File: config.mk
export PLATFORM = sky130hd
export DESIGN_NAME = pwm_capture
export DESIGN_NICKNAME = d
export VERILOG_FILES = /design/src/rtl/pwm_pkg.sv /design/src/rtl/pwm_capture_sync_edge.sv /design/src/rtl/pwm_capture.sv
export SDC_FILE = /design/constraint.sdc
export NUM_CORES = 1
export LEC_CHECK = 0
export BUFFER_PORTS_ARGS = -buffer_cell sky130_fd_sc_hd__buf_2
export CAP_MARGIN = 20
export CORE_ASPECT_RATIO = 1.4
export CORE_MARGIN = 3
export CORE_UTILIZATION = 53
export DETAILED_ROUTE_END_ITERATION = 6
export GPL_TIMING_DRIVEN = 0
export PLACE_DENSITY = 0.74
export SLEW_MARGIN = 20
export SYNTH_ARGS = -nofsm -noshare
export SYNTH_HDL_FRONTEND = slang
export SYNTH_HIERARCHICAL = 1
export SYNTH_SLANG_ARGS = --single-unit
File: constraint.sdc
create_clock -name clk -period 2.6 [get_ports clk]
set_input_delay 0.52 -clock clk [delete_from_list [all_inputs] [get_ports clk]]
set_output_delay 0.52 -clock clk [all_outputs]
set_load 0.01 [all_outputs]
File: src/rtl/pwm_pkg.sv
// Shared definitions for the PWM generator/capture family: default widths,
// capture FSM states and an all-ones helper for parameterised widths.
package pwm_pkg;

  localparam int unsigned BIT_WIDTH_DEFAULT = 10;

  typedef enum logic [1:0] {
    IDLE  = 2'd0,
    MEAS  = 2'd1,
    STUCK = 2'd2
  } cap_state_e;

  // Counter width leaves headroom over the generator resolution.
  function automatic int unsigned cnt_width_of(input int unsigned bw);
    return bw + 2;
  endfunction

  // Saturation value for a counter of width w (w <= 64).
  function automatic logic [63:0] all_ones(input int unsigned w);
    logic [63:0] r;
    if (w >= 64) r = '1;
    else r = (64'd1 << w) - 64'd1;
    return r;
  endfunction

endpackage

File: src/rtl/pwm_capture_sync_edge.sv
// Module pwm_sync_edge: multi-flop synchronizer for an asynchronous input plus
// a delay flop for rising-edge detection. Reusable for any async level input.
module pwm_sync_edge #(
  parameter int unsigned SYNC_STAGES = 2
) (
  input  logic clk,
  input  logic rst,
  input  logic din,
  output logic pwm_s,
  output logic rise
);

  logic [SYNC_STAGES-1:0] sync_q;
  logic                   dly_q;

  always_ff @(posedge clk) begin
    if (rst) begin
      sync_q <= '0;
      dly_q  <= 1'b0;
    end else begin
      sync_q <= {sync_q[SYNC_STAGES-2:0], din};
      dly_q  <= sync_q[SYNC_STAGES-1];
    end
  end

  assign pwm_s = sync_q[SYNC_STAGES-1];
  // Combinational so the capture counters can restart in the edge cycle.
  assign rise  = sync_q[SYNC_STAGES-1] & ~dly_q;

endmodule

File: src/rtl/pwm_capture.sv
// PWM capture: measures high time and period of an incoming PWM waveform and
// flags a stuck line. Optional 4-period averaging under PWM_CAPTURE_AVG_EN.
module pwm_capture
  import pwm_pkg::*;
#(
  parameter int unsigned bit_width   = BIT_WIDTH_DEFAULT,
  parameter int unsigned CNT_WIDTH   = cnt_width_of(bit_width),
  parameter int unsigned SYNC_STAGES = 2
) (
  input  logic                 clk,
  input  logic                 rst,
  input  logic                 pwm_in,
  output logic [CNT_WIDTH-1:0] duty_cnt,
  output logic [CNT_WIDTH-1:0] period_cnt,
  output logic                 valid,
  output logic                 stuck,
  output logic                 level
);

  localparam logic [CNT_WIDTH-1:0] ONES = CNT_WIDTH'(all_ones(CNT_WIDTH));

  logic                 pwm_s;
  logic                 rise;
  logic [CNT_WIDTH-1:0] per_cnt;
  logic [CNT_WIDTH-1:0] hi_cnt;

  cap_state_e           state_q;
  cap_state_e           state_d;
  logic [CNT_WIDTH-1:0] duty_d;
  logic [CNT_WIDTH-1:0] period_d;
  logic                 valid_d;
  logic                 stuck_d;
  logic                 level_d;

`ifdef PWM_CAPTURE_AVG_EN
  localparam int unsigned ACC_WIDTH = CNT_WIDTH + 2;

  logic [ACC_WIDTH-1:0] acc_per_q;
  logic [ACC_WIDTH-1:0] acc_per_d;
  logic [ACC_WIDTH-1:0] acc_hi_q;
  logic [ACC_WIDTH-1:0] acc_hi_d;
  logic [ACC_WIDTH-1:0] sum_per;
  logic [ACC_WIDTH-1:0] sum_hi;
  logic [1:0]           nsamp_q;
  logic [1:0]           nsamp_d;
`endif

  pwm_sync_edge #(
    .SYNC_STAGES(SYNC_STAGES)
  ) u_sync_edge (
    .clk  (clk),
    .rst  (rst),
    .din  (pwm_in),
    .pwm_s(pwm_s),
    .rise (rise)
  );

  // Period and high-time counters restart on each rising edge and saturate.
  always_ff @(posedge clk) begin
    if (rst) begin
      per_cnt <= '0;
      hi_cnt  <= '0;
    end else if (rise) begin
      per_cnt <= CNT_WIDTH'(1);
      hi_cnt  <= CNT_WIDTH'(1);
    end else begin
      if (per_cnt != ONES) per_cnt <= per_cnt + CNT_WIDTH'(1);
      if (pwm_s && (hi_cnt != ONES)) hi_cnt <= hi_cnt + CNT_WIDTH'(1);
    end
  end

  // Capture FSM: next state and next values of the registered outputs.
  always_comb begin
    state_d  = state_q;
    duty_d   = duty_cnt;
    period_d = period_cnt;
    valid_d  = 1'b0;
    level_d  = level;
`ifdef PWM_CAPTURE_AVG_EN
    acc_per_d = acc_per_q;
    acc_hi_d  = acc_hi_q;
    nsamp_d   = nsamp_q;
    sum_per   = acc_per_q + ACC_WIDTH'(per_cnt);
    sum_hi    = acc_hi_q + ACC_WIDTH'(hi_cnt);
`endif

    unique case (state_q)
      IDLE: begin
        if (rise) state_d = MEAS;
      end

      MEAS: begin
        if (rise) begin
`ifdef PWM_CAPTURE_AVG_EN
          if (nsamp_q == 2'd3) begin
            period_d  = CNT_WIDTH'(sum_per >> 2);
            duty_d    = CNT_WIDTH'(sum_hi >> 2);
            valid_d   = 1'b1;
            acc_per_d = '0;
            acc_hi_d  = '0;
            nsamp_d   = 2'd0;
          end else begin
            acc_per_d = sum_per;
            acc_hi_d  = sum_hi;
            nsamp_d   = nsamp_q + 2'd1;
          end
`else
          period_d = per_cnt;
          duty_d   = hi_cnt;
          valid_d  = 1'b1;
`endif
        end else if (per_cnt == ONES) begin
          // No edge for a full counter range: report the static level.
          state_d  = STUCK;
          period_d = ONES;
          duty_d   = pwm_s ? ONES : '0;
          level_d  = pwm_s;
          valid_d  = 1'b1;
`ifdef PWM_CAPTURE_AVG_EN
          acc_per_d = '0;
          acc_hi_d  = '0;
          nsamp_d   = 2'd0;
`endif
        end
      end

      STUCK: begin
        if (rise) state_d = MEAS;
      end

      default: state_d = IDLE;
    endcase

    stuck_d = (state_d == STUCK);
  end

  always_ff @(posedge clk) begin
    if (rst) begin
      state_q    <= IDLE;
      duty_cnt   <= '0;
      period_cnt <= '0;
      valid      <= 1'b0;
      stuck      <= 1'b0;
      level      <= 1'b0;
    end else begin
      state_q    <= state_d;
      duty_cnt   <= duty_d;
      period_cnt <= period_d;
      valid      <= valid_d;
      stuck      <= stuck_d;
      level      <= level_d;
    end
  end

`ifdef PWM_CAPTURE_AVG_EN
  always_ff @(posedge clk) begin
    if (rst) begin
      acc_per_q <= '0;
      acc_hi_q  <= '0;
      nsamp_q   <= 2'd0;
    end else begin
      acc_per_q <= acc_per_d;
      acc_hi_q  <= acc_hi_d;
      nsamp_q   <= nsamp_d;
    end
  end
`endif

endmodule

; ---- Yosys cells after proc, flatten, opt, wreduce, memory -nomap -nowiden
; Index checks and enable logic that the tools add are counted.
[word_totals]
word_cells = 49
register_bits = 56
[op_classes]
mux = 15
n_eq_ne = 6
n_bitwise = 4
n_reduce_logical = 10
addsub = 2
[ops]
columns = cell, count
row1 = two-way mux 12 bit, 5
row2 = adder 12 x 1 -> 12 bit (second input constant), 2
row3 = != test 12 bit (second input constant), 2
row4 = == test 12 bit (second input constant), 1
row5 = two-way mux 1 bit, 6
row6 = two-way mux 2 bit, 3
row7 = nonzero test 2 bit, 3
row8 = OR reduction 2 bit, 3
row9 = == test 2 bit (second input constant), 2
row10 = case mux 2 bit (2 select lines), 1
row11 = NOT 1 bit, 3
row12 = AND reduction 3 bit, 1
row13 = == test 2 x 1 -> 1 bit (second input constant), 1
row14 = logical NOT 2 bit, 1
row15 = AND reduction 2 bit, 1
row16 = AND 1 bit, 1
row17 = logical AND 1 bit, 1

; ---- Depth between registers and ports, before layout
[logic_depth]
word_depth = 5
depth_mapped = 7

; ---- Modules after synthesis
; Netlist, hierarchy kept.
[by_module_without_submodules]
columns = mod, cells_per_inst, n_inst, area_per_inst_um2, seq_area_each_um2
row1 = pwm_capture, 208, 1, 2162.1, 1061.0
row2 = pwm_sync_edge, 7, 1, 87.6, 60.1

; ---- Least setup slack after synthesis
; OpenSTA, ideal clock, no wires.
[synth_path]
path_type = reg-to-reg
from = register per_cnt[0]
to = register duty_cnt[10]
path_buffers = 2
setup_slack_ns = 0.545
arrival_ns = 1.936
period_less_slack_ns = 2.055
stages_incl_launch_ff = 8
cell_sequence = dfxtp_1 -> ha_1 -> nand4_2 -> or3_1 -> buf_6 -> o41a_1 -> buf_6 -> o221a_2
[synth_between]
elab_chain_cells = 3
[synth_rtl]
columns = element, line_no
row1 = "start, declared", pwm_capture.sv:24  ; logic [CNT_WIDTH-1:0] per_cnt;
row2 = "start signal, assigned", pwm_capture.sv:67  ; if (per_cnt != ONES) per_cnt <= per_cnt + CNT_WIDTH'(1);
row3 = == test 12 bit, pwm_capture.sv:112  ; end else if (per_cnt == ONES) begin
row4 = nonzero test 2 bit (no source line), n/a
row5 = AND reduction 2 bit (no source line), n/a
row6 = "end signal, assigned", pwm_capture.sv:147  ; duty_cnt <= duty_d;
row7 = "end, declared", pwm_capture.sv:13  ; output logic [CNT_WIDTH-1:0] duty_cnt,
; Every way passes these cells.
; A chain may end at the register's enable or synchronous reset.

; ---- Worst setup path in the final report
[layout_path]
from = register per_cnt[0]
to = register duty_cnt[7]
; The elaborated chain is that of the path after synthesis.

==> metrics.txt <==
Fin Hold WS=431 ps; chip height=83.1 um; Root Driver=clkbuf_8; post_cts resized=0; Leakage Power=1.03 nW; Arr. time, crit path=2470 ps; Initial DRC Count=97; Hold WC Path Type=in -> reg; PwrDens=563 mW/mm^2; vias per cell=6.12; Yosys cell types=42; H-tree levels=2; internal cell power=1.11 mW; setup_tns=0 ps; crit path max-delay cell type=dfxtp_1; core area=0.00402 mm^2; Clock Sinks=56; Synth Area in Adders=1.11%; number of global-route vias before repair=1,708; P&R area growth vs syn=13.0%; Final GP Congestion=0.822; Boundary Pins=30; Hold Fails Final Rpt=0; TritonRoute pass-1 iters=4; worst-margin pin slew=771 ps; ant diodes=0; max incr delay on CP=440 ps; Worst setup EP type=flip-flop; Synth Area in XOR/XNOR=3.11%; P_sw=322 uW; synthesized area=0.00225 mm^2; outcome=finished, final reports clean; site row count=27; fin. max-slew vios=0; Critical Path Most Common Cell=buf_6; Fmax=440 MHz; ys async rst share=0%; warnings from Yosys=6; Critical Path RT=2800 ps; Seq pwr share=61.7%; Sw Share=22.5%; CTS Buf Count=5; DIE AREA=0.00507 mm^2; Mapped Cells=215; Post-CTS Setup Inserts=0; dpl hpwl=3.41 mm; DRC=0; GRT Util Overall=20.7%; Post-synth EDFFs=0; Die X=61.1 um; CTS tree=built; Logic pwr share=4.7%; syn nets=220; critical-path cell list=ha_1, nand4_2, or3_1, buf_6, o41a_1, buf_6, o221a_2; Period minus WS final=2270 ps; largest net degree at the start of global routing=17; period utilisation layout=87.4%; Initial Utilization=56.0%; RSZ-0062 raised after global routing=no; fraction of layout cells with a size suffix above 1=29.4%; sequential area share after synthesis=49.8%; largest family of logic cells by synthesized area=compound AO/OA/AOI/OAI gates; max cap viols=0; final wirelength=4.83 mm; Setup crit start kind=flip-flop; vias after detailed routing=1,804; Synth Area in Simple Gates=16.7%; Mapped Avg Cell Area=10.5 um^2; max_slew headroom=48.2%; Synth Area in Compound Gates=24.7%; first-pass GRT wire length=8.09 mm; Bufs and invs on worst path=2; Synth Flop Type=dfxtp_1; Clock Pin Slew Worst Setup and Hold Paths=90 ps; PortBufs=29; global route overflow=0; Routed Antenna Nets=0; clock buffer depth=2; post-synthesis mux area share=0%; initial antenna violation count=0; VDD IR max=0.447 mV; wire length per cell=16.4 um; #FFs+latches synth=56; Top delay family on crit path=simple AND/OR/NAND/NOR gates; CP Max Fanout=10; Crit Path Class=reg -> reg; skew final=5.63 ps; clock power share=33.7%; worst-skew pair later-pin latency=300 ps; Setup Viol. Count Final=0; Final nets=256; CTS Hold Bufs=0
-- worst paths after layout --
check	endpoint	slack (ps)	from	cells after the start
max	duty_cnt[7]	330	per_cnt[0]	7
min	u_sync_edge/sync_q[0]	430	pwm_in	2
max reg2reg	duty_cnt[7]	330	per_cnt[0]	7
min reg2reg	u_sync_edge/sync_q[1]	440	u_sync_edge/sync_q[0]	1
-- registers in the layout, indices dropped and copies added, names as in the netlist --
register,cells
duty_cnt,12
hi_cnt,12
per_cnt,12
period_cnt,12
state_q,2
u_sync_edge/sync_q,2
level,1
stuck,1
u_sync_edge/dly_q,1
valid,1
-- worst register-to-register path, cell delays in order, from the launching register on --
cell	delay, ps
dfxtp_1	440
ha_1	280
nand4_2	170
or3_1	410
buf_6	160
o41a_1	430
buf_6	170
o221a_2	110
-- cell type report --
class	instances	area [um^2]
clock inverter	2	10.0
sequential	56	1120
timing repair buffer	29	145
tap	43	53.8
buffer	13	90.1
multi-input combinational	143	1030
inverter	3	11.3
clock buffer	6	82.6
fill	340	1480
-- metrics by stage --
| stage | instances | worst slack, ps | power (mW) | utilization [%] | cell area (um^2) |
|---|---|---|---|---|---|
| 6_report | 295 | 328 | 1.43 | 63.2 | 2540 |
| 5_1_grt | 295 | 182 | 1.49 | 63.2 | 2540 |
| 4_1_cts | 295 | 316 | 1.44 | 63.2 | 2540 |
| 3_5_place_dp | 287 | 332 | 0.970 | 60.9 | 2450 |
| 3_3_place_gp | 287 | 330 | 0.969 | 60.9 | 2450 |
| 2_1_floorplan | 215 | 545 | 0.946 | - | 2250 |
-- per-layer routing --
metal | part of all wire, % | GRT usage [%]
met5 | 0 | 0
met1 | 42 | 24.9
met4 | 1.1 | 5.92
met3 | 3.3 | 4.82
met2 | 54 | 35.3
-- synthesized netlist by cell type (3+ instances only) --
| library cell | instances | area, um^2 |
|---|---|---|
| dfxtp_1 | 56 | 1120 |
| o221a_2 | 24 | 270 |
| a21oi_1 | 14 | 70.1 |
| nand2_1 | 13 | 48.8 |
| nor2_1 | 10 | 37.5 |
| a31oi_1 | 9 | 56.3 |
| nand3_1 | 7 | 35.0 |
| nor3_1 | 6 | 30.0 |
| xnor2_1 | 6 | 52.6 |
| a211oi_1 | 5 | 37.5 |
| and3_1 | 5 | 31.3 |
| clkbuf_1 | 5 | 18.8 |
| nand4_1 | 5 | 31.3 |
| buf_6 | 4 | 45.0 |
| o21ai_0 | 4 | 20.0 |
| inv_1 | 3 | 11.3 |
| nor2b_1 | 3 | 18.8 |
| nor4_1 | 3 | 18.8 |
| o31ai_1 | 3 | 22.5 |
-- power by group through the flow --
stage / Clock (mW) / Sequential [mW] / Combinational, mW
after detailed placement: 0 / 0.903 / 0.0666
after CTS: 0.494 / 0.883 / 0.0672
after global placement: 0 / 0.903 / 0.0661
after floorplan: 0 / 0.902 / 0.0432
after global routing: 0.530 / 0.886 / 0.0740
final: 0.482 / 0.883 / 0.0667
-- kinds of logic (layout without fill, tap and decap cells) --
| group | count (synthesis) | in the layout |
|---|---|---|
| buffers and inverters | 16 | 53 |
| AND/OR/NAND/NOR | 66 | 66 |
| XOR/XNOR | 8 | 8 |
| flip-flops | 56 | 56 |
| AO/OA/AOI/OAI | 67 | 67 |
| adder cells (fa/ha/maj) | 2 | 2 |
-- layout by cell type (no fill, tap or decap), types with 6 or more instances in the layout --
cell type  Yosys  layout
dfxtp_1       56      56
buf_2          2      31
o221a_2       24      24
a21oi_1       14      14
nand2_1       13      13
nor2_1        10      10
a31oi_1        9       9
nand3_1        7       7
nor3_1         6       6
xnor2_1        6       6
clkbuf_8       0       6
Power figures use the tool's default switching activity.
